### src/rtl/mips_pkg.sv
// Shared MIPS definitions: opcodes, instruction fields
// and the IF/ID and ID/EX pipeline bundles.
package mips_pkg;

  localparam logic [5:0] OP_RTYPE = 6'h00;
  localparam logic [5:0] OP_J     = 6'h02;
  localparam logic [5:0] OP_JAL   = 6'h03;
  localparam logic [5:0] OP_BEQ   = 6'h04;
  localparam logic [5:0] OP_BNE   = 6'h05;
  localparam logic [5:0] OP_ADDIU = 6'h09;
  localparam logic [5:0] OP_ANDI  = 6'h0c;
  localparam logic [5:0] OP_ORI   = 6'h0d;
  localparam logic [5:0] OP_XORI  = 6'h0e;
  localparam logic [5:0] OP_LUI   = 6'h0f;
  localparam logic [5:0] OP_LB    = 6'h20;
  localparam logic [5:0] OP_LH    = 6'h21;
  localparam logic [5:0] OP_LW    = 6'h23;
  localparam logic [5:0] OP_LBU   = 6'h24;
  localparam logic [5:0] OP_LHU   = 6'h25;
  localparam logic [5:0] OP_SB    = 6'h28;
  localparam logic [5:0] OP_SH    = 6'h29;
  localparam logic [5:0] OP_SW    = 6'h2b;

  localparam logic [5:0] FUNCT_JR = 6'h08;

  localparam logic [31:0] NOP_INSN = 32'h00000000;

  typedef struct packed {
    logic [5:0]  opcode;
    logic [4:0]  rs;
    logic [4:0]  rt;
    logic [4:0]  rd;
    logic [4:0]  shamt;
    logic [5:0]  funct;
    logic [15:0] imm16;
    logic [25:0] target;
  } insn_fields_t;

  typedef struct packed {
    logic        valid;
    logic [31:0] pc;
    logic [31:0] insn;
  } if_id_t;

  typedef struct packed {
    logic        valid;
    logic [31:0] pc;
    logic [31:0] insn;
    logic [31:0] rs_data;
    logic [31:0] rt_data;
    logic [31:0] imm;
    logic [4:0]  dest_reg;
    logic        reg_write;
    logic        is_load;
  } id_ex_t;

  function automatic insn_fields_t fields(
    input logic [31:0] w
  );
    insn_fields_t r;
    r.opcode = w[31:26];
    r.rs     = w[25:21];
    r.rt     = w[20:16];
    r.rd     = w[15:11];
    r.shamt  = w[10:6];
    r.funct  = w[5:0];
    r.imm16  = w[15:0];
    r.target = w[25:0];
    return r;
  endfunction

endpackage

### src/rtl/reg_file.sv
// 32x32 register file, two async read ports with
// same-cycle writeback bypass, r0 hardwired to zero.
module reg_file (
  input  logic        clk,
  input  logic        rst,
  input  logic [4:0]  ra1,
  input  logic [4:0]  ra2,
  output logic [31:0] rd1,
  output logic [31:0] rd2,
  input  logic        we,
  input  logic [4:0]  wa,
  input  logic [31:0] wd
);

  logic [31:0] mem [32];

  always_ff @(posedge clk) begin
    if (rst) begin
      for (int i = 0; i < 32; i++)
        mem[i] <= '0;
    end else if (we && wa != 5'd0) begin
      mem[wa] <= wd;
    end
  end

  always_comb begin
    rd1 = mem[ra1];
    rd2 = mem[ra2];
    if (we && wa == ra1) rd1 = wd;
    if (we && wa == ra2) rd2 = wd;
    if (ra1 == 5'd0) rd1 = '0;
    if (ra2 == 5'd0) rd2 = '0;
  end

endmodule

### src/rtl/decode.sv
// Decode stage: IF/ID and ID/EX registers, field decode,
// register file reads and load-use hazard stall.
module decode
  import mips_pkg::*;
#(
  parameter logic [31:0] RESET_PC = 32'h80020000,
  parameter logic [31:0] NOP_INSN = mips_pkg::NOP_INSN
) (
  input  logic        clk,
  input  logic        rst,
  input  logic [31:0] pc_in,
  input  logic [31:0] insn_in,
  input  logic        stall_in,
  input  logic        flush,
  input  logic        wb_en,
  input  logic [4:0]  wb_addr,
  input  logic [31:0] wb_data,
  output logic        stall_out,
  output logic        valid_out,
  output logic [31:0] pc_out,
  output logic [31:0] insn_out,
  output logic [31:0] rs_data,
  output logic [31:0] rt_data,
  output logic [31:0] imm_out,
  output logic [4:0]  dest_reg,
  output logic        reg_write,
  output logic        is_load
);

  if_id_t       if_id;
  id_ex_t       id_ex;
  id_ex_t       dec;
  id_ex_t       ex_bubble;
  if_id_t       if_bubble;
  insn_fields_t f;

  logic [31:0] rs_val;
  logic [31:0] rt_val;
  logic        is_r;
  logic        is_ai;
  logic        is_ld;
  logic        is_st;
  logic        is_br;
  logic        is_jal;
  logic        zext;
  logic        uses_rt;
  logic [4:0]  dest;
  logic        unused;

  assign f = fields(if_id.insn);
  assign unused = ^{f.shamt, f.target};

  reg_file u_rf (
    .clk (clk),
    .rst (rst),
    .ra1 (f.rs),
    .ra2 (f.rt),
    .rd1 (rs_val),
    .rd2 (rt_val),
    .we  (wb_en),
    .wa  (wb_addr),
    .wd  (wb_data)
  );

  assign is_r   = f.opcode == OP_RTYPE;
  assign is_ai  = f.opcode inside
    {OP_ADDIU, OP_ANDI, OP_ORI, OP_XORI, OP_LUI};
  assign is_ld  = f.opcode inside
    {OP_LB, OP_LH, OP_LW, OP_LBU, OP_LHU};
  assign is_st  = f.opcode inside {OP_SB, OP_SH, OP_SW};
  assign is_br  = f.opcode inside {OP_BEQ, OP_BNE};
  assign is_jal = f.opcode == OP_JAL;
  assign zext   = f.opcode inside
    {OP_ANDI, OP_ORI, OP_XORI};

  // J and unknown opcodes fall to the default: no write
  always_comb begin
    dest    = 5'd0;
    uses_rt = 1'b0;
    unique case (1'b1)
      is_r: begin
        dest    = (f.funct == FUNCT_JR) ? 5'd0 : f.rd;
        uses_rt = 1'b1;
      end
      is_ai:  dest    = f.rt;
      is_ld:  dest    = f.rt;
      is_st:  uses_rt = 1'b1;
      is_br:  uses_rt = 1'b1;
      is_jal: dest    = 5'd31;
      default: ;
    endcase
  end

  always_comb begin
    dec.valid     = if_id.valid;
    dec.pc        = if_id.pc;
    dec.insn      = if_id.insn;
    dec.rs_data   = rs_val;
    dec.rt_data   = rt_val;
    dec.imm       = zext ? {16'h0, f.imm16}
                         : {{16{f.imm16[15]}}, f.imm16};
    dec.dest_reg  = dest;
    dec.reg_write = if_id.valid && dest != 5'd0;
    dec.is_load   = if_id.valid && is_ld;
  end

  always_comb begin
    ex_bubble          = '0;
    ex_bubble.pc       = if_id.pc;
    ex_bubble.insn     = NOP_INSN;
    if_bubble.valid    = 1'b0;
    if_bubble.pc       = if_id.pc;
    if_bubble.insn     = NOP_INSN;
  end

  assign stall_out = if_id.valid && id_ex.valid &&
    id_ex.is_load && id_ex.dest_reg != 5'd0 &&
    (id_ex.dest_reg == f.rs ||
     (uses_rt && id_ex.dest_reg == f.rt));

  always_ff @(posedge clk) begin
    if (rst) begin
      if_id       <= '0;
      if_id.pc    <= RESET_PC;
      if_id.insn  <= NOP_INSN;
      id_ex       <= '0;
      id_ex.pc    <= RESET_PC;
      id_ex.insn  <= NOP_INSN;
    end else if (flush) begin
      if_id <= if_bubble;
      id_ex <= ex_bubble;
    end else if (stall_in) begin
      if_id <= if_id;
      id_ex <= id_ex;
    end else if (stall_out) begin
      id_ex <= ex_bubble;
    end else begin
      if_id.valid <= 1'b1;
      if_id.pc    <= pc_in;
      if_id.insn  <= insn_in;
      id_ex       <= dec;
    end
  end

  assign valid_out = id_ex.valid;
  assign pc_out    = id_ex.pc;
  assign insn_out  = id_ex.insn;
  assign rs_data   = id_ex.rs_data;
  assign rt_data   = id_ex.rt_data;
  assign imm_out   = id_ex.imm;
  assign dest_reg  = id_ex.dest_reg;
  assign reg_write = id_ex.reg_write;
  assign is_load   = id_ex.is_load;

endmodule

### config.mk
export PLATFORM = sky130hd
export DESIGN_NAME = decode
export DESIGN_NICKNAME = d
export VERILOG_FILES = /design/src/rtl/mips_pkg.sv /design/src/rtl/reg_file.sv /design/src/rtl/decode.sv
export SDC_FILE = /design/constraint.sdc
export NUM_CORES = 2
export LEC_CHECK = 0
export ABC_AREA = 0
export CORE_AREA = 2 2 430 304
export CTS_CLUSTER_DIAMETER = 100
export CTS_CLUSTER_SIZE = 40
export DETAILED_ROUTE_END_ITERATION = 10
export DIE_AREA = 0 0 432 306
export MAX_ROUTING_LAYER = met4
export PLACE_DENSITY = 0.67
export SYNTH_ARGS = -nofsm -noshare
export SYNTH_HDL_FRONTEND = slang
export SYNTH_SLANG_ARGS = --single-unit
### constraint.sdc
create_clock -name clk -period 5.7 [get_ports clk]
set_input_delay 1.425 -clock clk [delete_from_list [all_inputs] [get_ports clk]]
set_output_delay 1.425 -clock clk [all_outputs]
set_load 0.005 [all_outputs]
### After elaboration in Yosys (flattened, before gate mapping)

Memory sizes are Yosys's and may differ from the RTL's. A register that Yosys moved wholly into a read port is not among the register bits.
Index checks and enable logic that the tools add are counted.

* $add $sub $neg: 0
* $mul: 0
* div/mod/pow operators: 0
* $lt $le $gt $ge: 0
* eq/ne operators: 22
* shift-type cells: 0
* muxes and demuxes: 23
* bitwise gates (word level): 3
* reduce and logical (&&, ||, !) cells: 28

Operators by type and width (count)
* two-way mux 167 bit: 2
* two-way mux 32 bit: 6
* two-way mux 168 bit: 1
* equality test 6 bit, second input constant: 8
* equality test 6 x 4 -> 1 bit, second input constant: 6
* OR reduction 32 bit: 1
* two-way mux 5 bit: 6
* nonzero test 5 bit: 5
* equality test 5 bit: 4
* case mux 5 bit (3 select lines): 1
* equality test 6 x 3 -> 1 bit, second input constant: 2
* logical AND 1 bit: 10
* zero test 5 bit: 2
* two-way mux 1 bit: 7
* equality test 6 x 2 -> 1 bit, second input constant: 1
* zero test 6 bit: 1
* nonzero test 3 bit: 2
* OR reduction 2 bit: 2
* inverter 1 bit: 3
* AND reduction 3 bit: 1
* OR reduction 3 bit: 1
* != test 2 x 1 -> 1 bit, second input constant: 1
* AND reduction 2 bit: 1
* nonzero test 2 bit: 1
* logical OR 1 bit: 1

* flip-flop bits (word level): 233
* latch bits: 0
* memory bits (writable): 1024
* ROM bits: 0
* input bits: 106
* output and inout port bits: 169
* word-level logic and storage cells: 89
* memories: 1

Memories
* u_rf.mem: words 32, bits a word 32, rd ports 2, clocked after Yosys merged registers in 2, write ports 32, line reg_file.sv:15 `logic [31:0] mem [32];`

### Logic depth before layout (Yosys ltp)

* depth after elaboration: 11
* gate-level depth with buffers: 10
* depth with buffers taken out: 6

### Hierarchy

From an unflattened synthesis, not the netlist that was laid out.

* cell total of the unflattened synthesis: 4674
* area, all modules: 62518.7 um^2

By module, submodules not included
* reg_file: times used 1, cells each 3740, area an instance 54722.5 um^2
* decode: times used 1, cells each 934, area an instance 7796.2 um^2

### Worst setup path before layout

OpenSTA, ideal clock, no wires.

* path kind: input to register
* from: input port wb_addr[4]
* to: register id_ex (netlist bit rt_data[11])
* setup time: 0.116 ns
* arrival time: 3.065 ns
* required time: 5.584 ns
* setup slack: 2.518 ns
* cell stages on the path: 9
* cells stage by stage: buf_2 > xor2_1 > nor4_1 > and3_1 > buf_2 > nand2b_1 > clkbuf_1 > o221ai_1 > o211a_1

* cells in the longest elaborated chain, start to end: 5

Ends and longest elaborated chain
* from (decl): line decode.sv:16 `input logic [4:0] wb_addr,`
* equality test 5 bit: line reg_file.sv:30 `if (we && wa == ra2) rd2 = wd;`
* logical AND 1 bit: line reg_file.sv:30
* two-way mux 32 bit: line reg_file.sv:30
* two-way mux 32 bit: line reg_file.sv:32 `if (ra2 == 5'd0) rd2 = '0;`
* two-way mux 168 bit: line decode.sv:135 `end else if (stall_out) begin`
* to (signal assigned): line decode.sv:131 `id_ex <= ex_bubble;`
* to (signal assigned): line decode.sv:134 `id_ex <= id_ex;`
* to (signal assigned): line decode.sv:136 `id_ex <= ex_bubble;`
* to (decl): line decode.sv:31 `id_ex_t id_ex;`

Every way passes these cells.
A chain may end at the register's enable or synchronous reset.

### Final worst setup path

* from: register if_id (netlist bit dec[119])
* to: output port stall_out

* cells in the longest elaborated chain, start to end: 4

Ends and longest elaborated chain
* from (decl): line decode.sv:30 `if_id_t if_id;`
* from (signal assigned): line decode.sv:130 `if_id <= if_bubble;`
* from (signal assigned): line decode.sv:133 `if_id <= if_id;`
* equality test 5 bit: line decode.sv:119 `(uses_rt && id_ex.dest_reg == f.rt));`
* logical AND 1 bit: line decode.sv:119
* logical OR 1 bit: line decode.sv:118 `(id_ex.dest_reg == f.rs ||`
* logical AND 1 bit: line decode.sv:117 `id_ex.is_load && id_ex.dest_reg != 5'd0 &&`
* to (decl): line decode.sv:18 `output logic stall_out,`

Every way passes these cells.

==> summary.txt <==
Status
  • Status: finished, final reports clean

Synthesis
  • Yosys Warn Count: 0
  • Yosys reg bits: 1236
  • Synth Cell Area: 63600 µm²
  • Yosys top cell area share: 48.4%
  • Synth Instances: 4241
  • Sequential share of the synthesized area: 55.0%
  • Cell taking the most area after synthesis: edfxtp_1
  • Syn_area_per_cell: 15.0 µm²
  • Top cell types by occurrence after synthesis: 1059 x and2_1, 1024 x edfxtp_1, 507 x mux4_2
  • Post-synth EDFFs: 1024
  • Synth area leaders: edfxtp_1 48%, mux4_2 18%, and2_1 10%, dfxtp_1 6.7%, mux4_1 2.7%
  • Count leader, synth: and2_1
  • Synth Flop Type: edfxtp_1
  • Synth unique cells: 51
  • Synth async-reset ratio: 0%

Critical path
  • WP data arrival: 3.21 ns
  • Startpoint types: register
  • Buffer and inverter count on the worst path: 3
  • Worst Setup End Kind: primary output
  • Critical-path maximum fanout: 32
  • Critical path data required time: 4.28 ns
  • Kind of critical path: register to primary output
  • R2R cell count: 6
  • Slowest stage delay, CP: 0.58 ns
  • Slowest-stage cell, CP: dfxtp_1
  • Crit-path cells: xor2_1, nor4_1, o2111ai_1, and2_1, buf_4, inv_1, clkdlybuf4s50_1
  • Critical path depth: 7
  • Family with the most delay on the worst path: buffers and inverters

Hold path
  • Hold path depth: 2
  • Worst hold-check path type: register to register

CTS
  • CTS tree: built
  • Clock-pin slew on the worst setup and hold paths: 0.14 ns
  • Post-CTS Setup Bufs: 0
  • Cts repair resizes: 0
  • Cts hold-fix bufs: 0
  • Clock buffer depth: 3
  • Root buffer cell: clkbuf_16
  • Skew-Pair Late Insertion Delay: 0.67 ns
  • Num CTS Buffers: 38
  • CTS H-tree lvls: 2
  • Clock sink total: 1236

Floorplanning
  • Initial Util: 49.7%
  • Die ar.: 132000 µm²
  • Core ar.: 128000 µm²
  • Boundary Pins: 275
  • Placement Rows: 110
  • Die W: 432 µm
  • Die H: 306 µm

Power
  • Peak supply drop: 0.291 mV
  • PD cells: 241 nW/µm²
  • Leak: 23.4 nW
  • Tot Pwr: 16.6 mW

Drt
  • Average wire per standard cell: 30.8 µm
  • Routed wire length: 184000 µm
  • Routed via count: 38.1k
  • Post-route ant nets: 0
  • Via density: 6.38
  • DRT Pass-1 Iters: 6
  • DRC Markers: 0
  • Starting DRT DRC Count: 5092

STA
  • Clock Skews: 0.0449 ns
  • Crit share post-route: 81.3%
  • Min Tclk post-route: 4.63 ns
  • Max-slew headroom: 14.4%
  • Pins over their slew limit: 0
  • Hold Vio Cnt, Final: 0
  • Unrepaired setup endpoints after global routing: false
  • Final setup fails: 0
  • Tightest Pin Transition: 1.28 ns
  • Fmax: 0.216 GHz
  • Setup TNS Final: 0 ns

Global routing
  • Grt total ovfl: 0
  • Vias in the first global route: 37.0k
  • Total GRT Usage: 28.5%
  • Global-route wire length before repair: 265000 µm
  • Initial antenna violation count: 9
  • Largest net degree at the start of global routing: 102

Placement
  • Placed cell area: 67800 µm²
  • GPL Wtd Cong: 0.872
  • Final HPWL DP: 119000 µm
  • I/O Buffers: 274

Finish
  • Number of flip-flops in the largest register: 1024
  • Area delta synth->final: 8.55%
  • Largest Register: u_rf.mem
  • Fin area: 69000 µm²
  • Share of cells above drive strength 1: 20.5%
  • NumNets Final: 4366

Run
  • Max Cap Viol: 0
==> worst reg2reg max path: cells and delay by family (launching register included) <==
family / cells / cell delay (ns)
buffers and inverters: 1 / 0.56
multiplexers: 2 / 0.99
AO/OA/AOI/OAI: 3 / 0.71
flip-flops: 1 / 1.02
==> per-layer routing <==
layer / vias to the layer above / GRT usage (%) / share of wire (%)
li1: 16026 / - / -
met1: 19929 / 42.1 / 43
met2: 1943 / 42.2 / 46
met3: 171 / 4.23 / 9.1
met4: 0 / 5.95 / 2.3
met5: - / - / 0
==> path summary, 6_finish.rpt <==
kind | startpoint | to | slack, ns
worst max-delay path | dec[119] | stall_out | 1.07
worst min-delay path | pc_out[20] | pc_out[20] | 0.46
worst max register to register | register | rs_data[20] | 2.33
worst min register to register | pc_out[20] | pc_out[20] | 0.46
==> layout by cell type (no fill, tap or decap), types with 6 or more instances in the layout <==
master	synthesis	layout
a21oi_1	76	74
a221oi_1	34	34
a221oi_2	30	30
a2bb2oi_1	11	11
and2_1	1059	1059
buf_12	12	22
buf_4	52	123
clkbuf_1	313	12
clkbuf_16	0	41
clkdlybuf4s50_1	0	272
clkinv_1	29	29
conb_1	1	32
dfxtp_1	212	204
dfxtp_4	0	6
diode_2	0	7
edfxtp_1	1024	1024
inv_1	40	40
mux2_2	64	64
mux2i_1	126	126
mux4_1	66	66
mux4_2	507	507
nand2_1	109	109
nand3_1	38	36
nor2_1	109	79
nor2_2	0	15
nor2_4	0	15
nor3_1	11	8
o211a_1	64	64
o221ai_1	64	64
or2_2	32	32
xor2_1	16	16
==> metrics by stage <==
step           utilization (%)  setup slack (ns)  cells  hold WS (ns)
3_5_place_dp              53.0             0.919   5900         0.444
4_1_cts                   54.0              1.08   5958         0.462
3_3_place_gp              53.0             0.935   5900         0.438
6_report                  54.0              1.07   5965         0.460
2_1_floorplan                -              2.52   4272         0.436
5_1_grt                   54.0             0.932   5962         0.480
==> cell families (layout without fill, tap and decap cells) <==
| logic type | Yosys count | after routing | synth area share (%) |
|---|---|---|---|
| flip-flops | 1236 | 1236 | 55.0 |
| buffers and inverters | 538 | 544 | 4.05 |
| multiplexers | 766 | 766 | 23.9 |
| AO/OA/AOI/OAI | 289 | 289 | 3.94 |
| other | 1 | 39 | 0.00590 |
| XOR/XNOR | 20 | 20 | 0.276 |
| AND/OR/NAND/NOR | 1391 | 1391 | 12.8 |
==> power by group <==
part	total (mW)	internal, mW	switching (mW)
clock	4.14	1.37	2.77
combinational	1.99	0.916	1.08
sequential	10.5	10.2	0.273
total	16.6	12.5	4.12
==> cell type report <==
type | instances | area [µm²]
diodes | 7 | 17.5
clock buffers | 53 | 1070
clock inverters | 5 | 96.3
fillers | 10074 | 58800
inverters | 69 | 259
multi-input cells | 2498 | 26400
flip-flops and latches | 1236 | 35000
well taps | 1680 | 2100
repair buffers | 417 | 4090
No activity file was read; power rests on OpenSTA's default activity.
